## src/rtl/pattern_match_pkg.sv

```systemverilog
// Shared types for the programmable serial pattern-match controller.
// Holds the controller state encoding and default sizing.
package pattern_match_pkg;

    localparam int DEF_MAX_LEN = 8;
    localparam int DEF_CNT_W   = 8;

    typedef enum logic [1:0] {
        IDLE = 2'd0,
        RUN  = 2'd1,
        DONE = 2'd2
    } ctrl_state_e;

endpackage

```

## src/rtl/pattern_shift_cmp.sv

```systemverilog
// Serial history shift register, saturating fill counter and
// len-masked compare of the post-shift history against the pattern.
module pattern_shift_cmp
    import pattern_match_pkg::*;
#(
    parameter int MAX_LEN = DEF_MAX_LEN,
    parameter int LEN_W   = $clog2(MAX_LEN + 1)
) (
    input  logic               clk,
    input  logic               reset,
    input  logic               shift_en,
    input  logic               clear,
    input  logic               din,
    input  logic [MAX_LEN-1:0] pattern,
    input  logic [LEN_W-1:0]   len,
    output logic               hit,
    output logic [LEN_W-1:0]   fill
);

    localparam logic [LEN_W-1:0] FILL_MAX = LEN_W'(MAX_LEN);

    // Only MAX_LEN-1 bits need storing: the newest bit comes from din.
    logic [MAX_LEN-2:0] hist;
    logic [MAX_LEN-1:0] hist_n;
    logic [MAX_LEN-1:0] mask;

    assign hist_n = {hist, din};

    always_comb begin
        mask = '0;
        for (int i = 0; i < MAX_LEN; i++) begin
            mask[i] = (i < int'(len));
        end
    end

    assign hit = (((hist_n ^ pattern) & mask) == '0);

    always_ff @(posedge clk) begin
        if (reset || clear) begin
            hist <= '0;
            fill <= '0;
        end else if (shift_en) begin
            hist <= hist_n[MAX_LEN-2:0];
            if (fill != FILL_MAX) begin
                fill <= fill + 1'b1;
            end
        end
    end

endmodule

```

## src/rtl/pattern_match_ctrl.sv

```systemverilog
// Pattern-match controller: config/stream handshakes, IDLE/RUN/DONE
// sequencing and the saturating match counter.
module pattern_match_ctrl
    import pattern_match_pkg::*;
#(
    parameter int MAX_LEN = DEF_MAX_LEN,
    parameter int CNT_W   = DEF_CNT_W,
    localparam int LEN_W  = $clog2(MAX_LEN + 1)
) (
    input  logic               clk,
    input  logic               reset,
    input  logic               cfg_valid,
    output logic               cfg_ready,
    input  logic [MAX_LEN-1:0] cfg_pattern,
    input  logic [LEN_W-1:0]   cfg_len,
    input  logic [CNT_W-1:0]   cfg_target,
    input  logic               abort,
    input  logic               din_valid,
    input  logic               din,
    output logic               din_ready,
    output logic               match,
    output logic [CNT_W-1:0]   match_count,
    output logic               busy,
    output logic               done,
    output logic               cfg_err
);

    ctrl_state_e state_q, state_d;

    logic [MAX_LEN-1:0] pat_q;
    logic [LEN_W-1:0]   len_q;
    logic [CNT_W-1:0]   tgt_q;
    logic [CNT_W-1:0]   cnt_q;
    logic [CNT_W-1:0]   cnt_inc;
    logic               match_q;
    logic               err_q;

    logic               cfg_fire;
    logic               bit_fire;
    logic               cfg_bad;
    logic               cmp_hit;
    logic [LEN_W-1:0]   fill;
    logic               seen;
    logic               hit;
    logic               last;

    // abort wins over both handshakes in the same cycle
    assign cfg_fire = cfg_valid && cfg_ready && !abort;
    assign bit_fire = din_valid && din_ready && !abort;
    assign cfg_bad  = (cfg_len == '0) || (cfg_len > LEN_W'(MAX_LEN));

    assign seen    = ({1'b0, fill} + 1'b1) >= {1'b0, len_q};
    assign hit     = bit_fire && cmp_hit && seen;
    assign cnt_inc = cnt_q + 1'b1;
    assign last    = (tgt_q != '0) && (cnt_inc == tgt_q);

    pattern_shift_cmp #(
        .MAX_LEN (MAX_LEN),
        .LEN_W   (LEN_W)
    ) u_cmp (
        .clk      (clk),
        .reset    (reset),
        .shift_en (bit_fire),
        .clear    (abort || cfg_fire),
        .din      (din),
        .pattern  (pat_q),
        .len      (len_q),
        .hit      (cmp_hit),
        .fill     (fill)
    );

    always_ff @(posedge clk) begin
        if (reset) begin
            state_q <= IDLE;
        end else begin
            state_q <= state_d;
        end
    end

    always_comb begin
        state_d   = state_q;
        cfg_ready = (state_q != RUN);
        din_ready = (state_q == RUN);
        busy      = (state_q == RUN);
        done      = (state_q == DONE);
        if (abort) begin
            state_d = IDLE;
        end else if (cfg_fire) begin
            state_d = cfg_bad ? IDLE : RUN;
        end else if (hit && last) begin
            state_d = DONE;
        end
    end

    always_ff @(posedge clk) begin
        if (reset) begin
            pat_q   <= '0;
            len_q   <= '0;
            tgt_q   <= '0;
            cnt_q   <= '0;
            match_q <= 1'b0;
            err_q   <= 1'b0;
        end else begin
            match_q <= hit;
            if (cfg_fire) begin
                pat_q <= cfg_pattern;
                len_q <= cfg_len;
                tgt_q <= cfg_target;
                cnt_q <= '0;
                err_q <= cfg_bad;
            end else if (hit && !(&cnt_q)) begin
                cnt_q <= cnt_inc;
            end
        end
    end

    assign match       = match_q;
    assign match_count = cnt_q;
    assign cfg_err     = err_q;

endmodule
```

## config.mk

```make
export PLATFORM = sky130hd
export DESIGN_NAME = pattern_match_ctrl
export DESIGN_NICKNAME = d
export VERILOG_FILES = /design/src/rtl/pattern_match_pkg.sv /design/src/rtl/pattern_shift_cmp.sv /design/src/rtl/pattern_match_ctrl.sv
export SDC_FILE = /design/constraint.sdc
export NUM_CORES = 1
export LEC_CHECK = 0
export ABC_AREA = 1
export BUFFER_PORTS_ARGS = -buffer_cell sky130_fd_sc_hd__buf_4
export CORE_ASPECT_RATIO = 0.6
export CORE_MARGIN = 8
export CORE_UTILIZATION = 50
export CTS_CLUSTER_SIZE = 10
export DETAILED_ROUTE_END_ITERATION = 8
export PLACE_DENSITY = 0.75
export SETUP_SLACK_MARGIN = 0.4
export SLEW_MARGIN = 20
export SYNTH_ARGS = -nofsm -noshare
export SYNTH_HDL_FRONTEND = slang
export SYNTH_HIERARCHICAL = 1
export SYNTH_SLANG_ARGS = --single-unit
```

## constraint.sdc

```tcl
create_clock -name clk -period 3.9 [get_ports clk]
set_clock_uncertainty 0.2 [all_clocks]
set_input_delay 0.585 -clock clk [delete_from_list [all_inputs] [get_ports clk]]
set_output_delay 0.585 -clock clk [all_outputs]
set_load 0.01 [all_outputs]
```

==> results.cfg <==
[layout]
post-route-util_pct = 61.6
area_delta_synth_final_pct = 17.3
final_area_mm2 = 0.00286
nets = 451
fill_cells = 457
drive_above_1_share_pct = 16.5
antenna_cells = 0

[setup_path]
slowest_delay_ns = 0.37
worstPathRequired_ns = 3.92
cp-start-kind = flop
end_kind = flop
worstRegToRegCells = 11
ff2ff_setup_slack_ns = 1.37
cp_cell_sequence = ha_1, xor2_1, ha_1, nand2_1, nor2_1, nand2_1, nand4_1, nand3b_2, inv_1, nand3_1, a21oi_1
critPathKind = flop to flop
worstPathArrival_ns = 2.55
crit_path_top_delay_cell = dfxtp_1
r2r_end = match_count[6]$_SDFFE_PP0P_
path_max_fanout = 12
r2r_start = u_cmp/fill[0]$_SDFFE_PP0P_

[clock_tree]
cts_tree = done
cts_resized = 0
clock-sinks = 43
h-tree-depth = 2
cts_buffers = 5
cts_hold_buf = 0
clockRootBuffer = clkbuf_8
clk_path_buf_depth = 2
clk_pin_slew_worst_paths_ns = 0.08
insertion_delay_ns = 0.29
cts_setup_buffers = 0

[timing]
setup_violations = 0
relSlewSlack_pct = 47.6
finalMaxSlewViolations = 0
worstMarginPinSlew_ns = 0.782
setup_tns_ns = 0
min_period_over_period_pct = 64.9
layout_min_cycle_time_ns = 2.53
hold_viol = 0
rsz0062_at_grt = false
max_freq_mhz = 395

[min_path]
hp-class = input port to flop
whs_endpoint = match$_SDFF_PP0_
hold_depth = 2
min-delay-start = reset

[floorplanning]
ios = 40
die_area_mm2 = 0.00743
core_area_mm2 = 0.00464
initial_core_util_pct = 52.5
die_y_um = 70.0
die_w_um = 106
num_rows = 19

[routing]
finalWirelength_mm = 6.18
vias = 2429
routedWlPerCell_um = 12.8
antenna_left = 0
via_per_inst = 5.05
detail_route.iter0.violations = 138
dr.pass1.iters = 4
post-route-drc-count = 0

[power]
p_comb_share_pct = 13.3
power_density_mw_per_mm2 = 313
ir_drop_uv = 165
power_switching_uw = 229
p_sw_share_pct = 25.5
internal_power_uw = 666
p_clk_share_pct = 34.6
seq_power_share_pct = 52.1
p_leak_uw = 0.00134

[global_route]
grt_start_max_net_pins = 25
first_global_vias = 2119
antenna_found_initial = 0
grt_pass1_wl_mm = 10.3
grt_overflow = 0
gr-usage-all-layers_pct = 16.6

[yosys]
synth_top_area_share_pct = 35.4
synth_cell_types = 30
synthArstFlopShare_pct = 0
synth.area.top_cells = dfxtp_1 35%, nand2_1 15%, nor2_1 8.2%
netlist_area_mm2 = 0.00243
synth.largest_area_cell = dfxtp_1
synth_seq_cells = 43
seq_area_frac_synth_pct = 35.4
syn_inst = 379
ys.flop_type = dfxtp_1
avgSynthCellArea_um2 = 6.42
yosys-top-cells-count = 95 x nand2_1, 53 x nor2_1, 45 x inv_1, 43 x dfxtp_1, 30 x a21oi_1
syn_nets = 413
synth_most_common_cell = nand2_1
synth-edff-count = 0
ys_warn_count = 6

[run_status]
run_status = complete, no violations

[run]
cap_viol_max_count = 0

[placed_design]
globalplace.congestion = 0.844
dp_hpwl_mm = 4.75
dpl_cell_area_mm2 = 0.00276
io_buffers = 39
[power by group through the flow]
| stage | Clock, uW | Combinational [uW] | Sequential, uW |
|---|---|---|---|
| 3_3_place_gp | 0 | 115 | 476 |
| 5_1_grt | 336 | 135 | 468 |
| 6_report | 310 | 119 | 466 |
| 2_1_floorplan | 0 | 73.6 | 474 |
| 4_1_cts | 312 | 118 | 466 |
| 3_5_place_dp | 0 | 118 | 476 |
[final cells by class]
class,instances,area [um2],area share [%]
Timing Repair Buffer,42,315,11.0
Multi-Input combinational cell,269,1290,45.2
Sequential cell,43,861,30.1
Inverter,56,210,7.36
Tap cell,63,78.8,2.76
Clock buffer,8,100,3.51
[cells by family (layout without fill, tap and decap cells)]
family	count (synthesis)	in the layout	share of synthesized area (%)
AO/OA/AOI/OAI	67	67	14.6
buffers and inverters	67	106	11.6
AND/OR/NAND/NOR	192	192	33.6
adder cells (fa/ha/maj)	8	8	4.11
flip-flops	43	43	35.4
XOR/XNOR	2	2	0.720
[sequential cells by signal (all words and copies together), names as in the netlist]
name         count
match_count      8
pat_q            8
tgt_q            8
u_cmp/hist       7
len_q            4
u_cmp/fill       4
state_q          2
cfg_err          1
match            1
[stage by stage]
step | instances | setup slack [ns] | power, uW | hold slack, ns
final | 481 | 1.37 | 895 | 0.267
after global placement | 473 | 1.51 | 591 | 0.258
after global routing | 481 | 1.16 | 939 | 0.274
after detailed placement | 473 | 1.39 | 594 | 0.262
after CTS | 481 | 1.42 | 896 | 0.267
after floorplan | 379 | 1.89 | 547 | 0.248
[worst max-delay path by stage]
stage | start | slack (ns) | end | cells after the start
after floorplan | u_cmp/fill[0]$_SDFFE_PP0P_ | 1.89 | match_count[7]$_SDFFE_PP0P_ | 11
after global placement | din | 1.51 | match_count[6]$_SDFFE_PP0P_ | 13
after detailed placement | din | 1.39 | match_count[6]$_SDFFE_PP0P_ | 13
after CTS | u_cmp/fill[0]$_SDFFE_PP0P_ | 1.42 | match_count[6]$_SDFFE_PP0P_ | 11
after global routing | u_cmp/fill[0]$_SDFFE_PP0P_ | 1.16 | match_count[7]$_SDFFE_PP0P_ | 11
final | u_cmp/fill[0]$_SDFFE_PP0P_ | 1.37 | match_count[6]$_SDFFE_PP0P_ | 11
[metal layers]
| layer | up-vias | global-route usage, % | part of all wire (%) |
|---|---|---|---|
| li1 | 1271 | - | - |
| met1 | 1079 | 26.1 | 55 |
| met2 | 75 | 21.5 | 38 |
| met3 | 4 | 4.30 | 6.9 |
| met4 | 0 | 2.79 | 0.47 |
| met5 | - | 0 | 0 |
[layout by cell type, fill, tap and decap left out, types with 2 or more instances in the layout]
| cell | n |
|---|---|
| buf_4 | 42 |
| nor2_1 | 53 |
| inv_2 | 8 |
| a21oi_1 | 30 |
| clkinv_1 | 3 |
| nor2_2 | 2 |
| nor3b_1 | 2 |
| o21ai_1 | 9 |
| nand3_1 | 27 |
| dfxtp_1 | 43 |
| nand4_1 | 4 |
| ha_1 | 8 |
| inv_1 | 45 |
| nor2_4 | 2 |
| o21ai_0 | 24 |
| clkbuf_8 | 7 |
| nand2_1 | 95 |
| nand2_2 | 4 |
[worst max-delay path, delay by kind of cell (launching register included)]
family	cells	cell delay, ns
AND/OR/NAND/NOR	6	0.77
flip-flops	1	0.37
XOR/XNOR	1	0.16
adder cells (fa/ha/maj)	2	0.58
AO/OA/AOI/OAI	1	0.14
buffers and inverters	1	0.25
(Power assumes the default switching activity.)
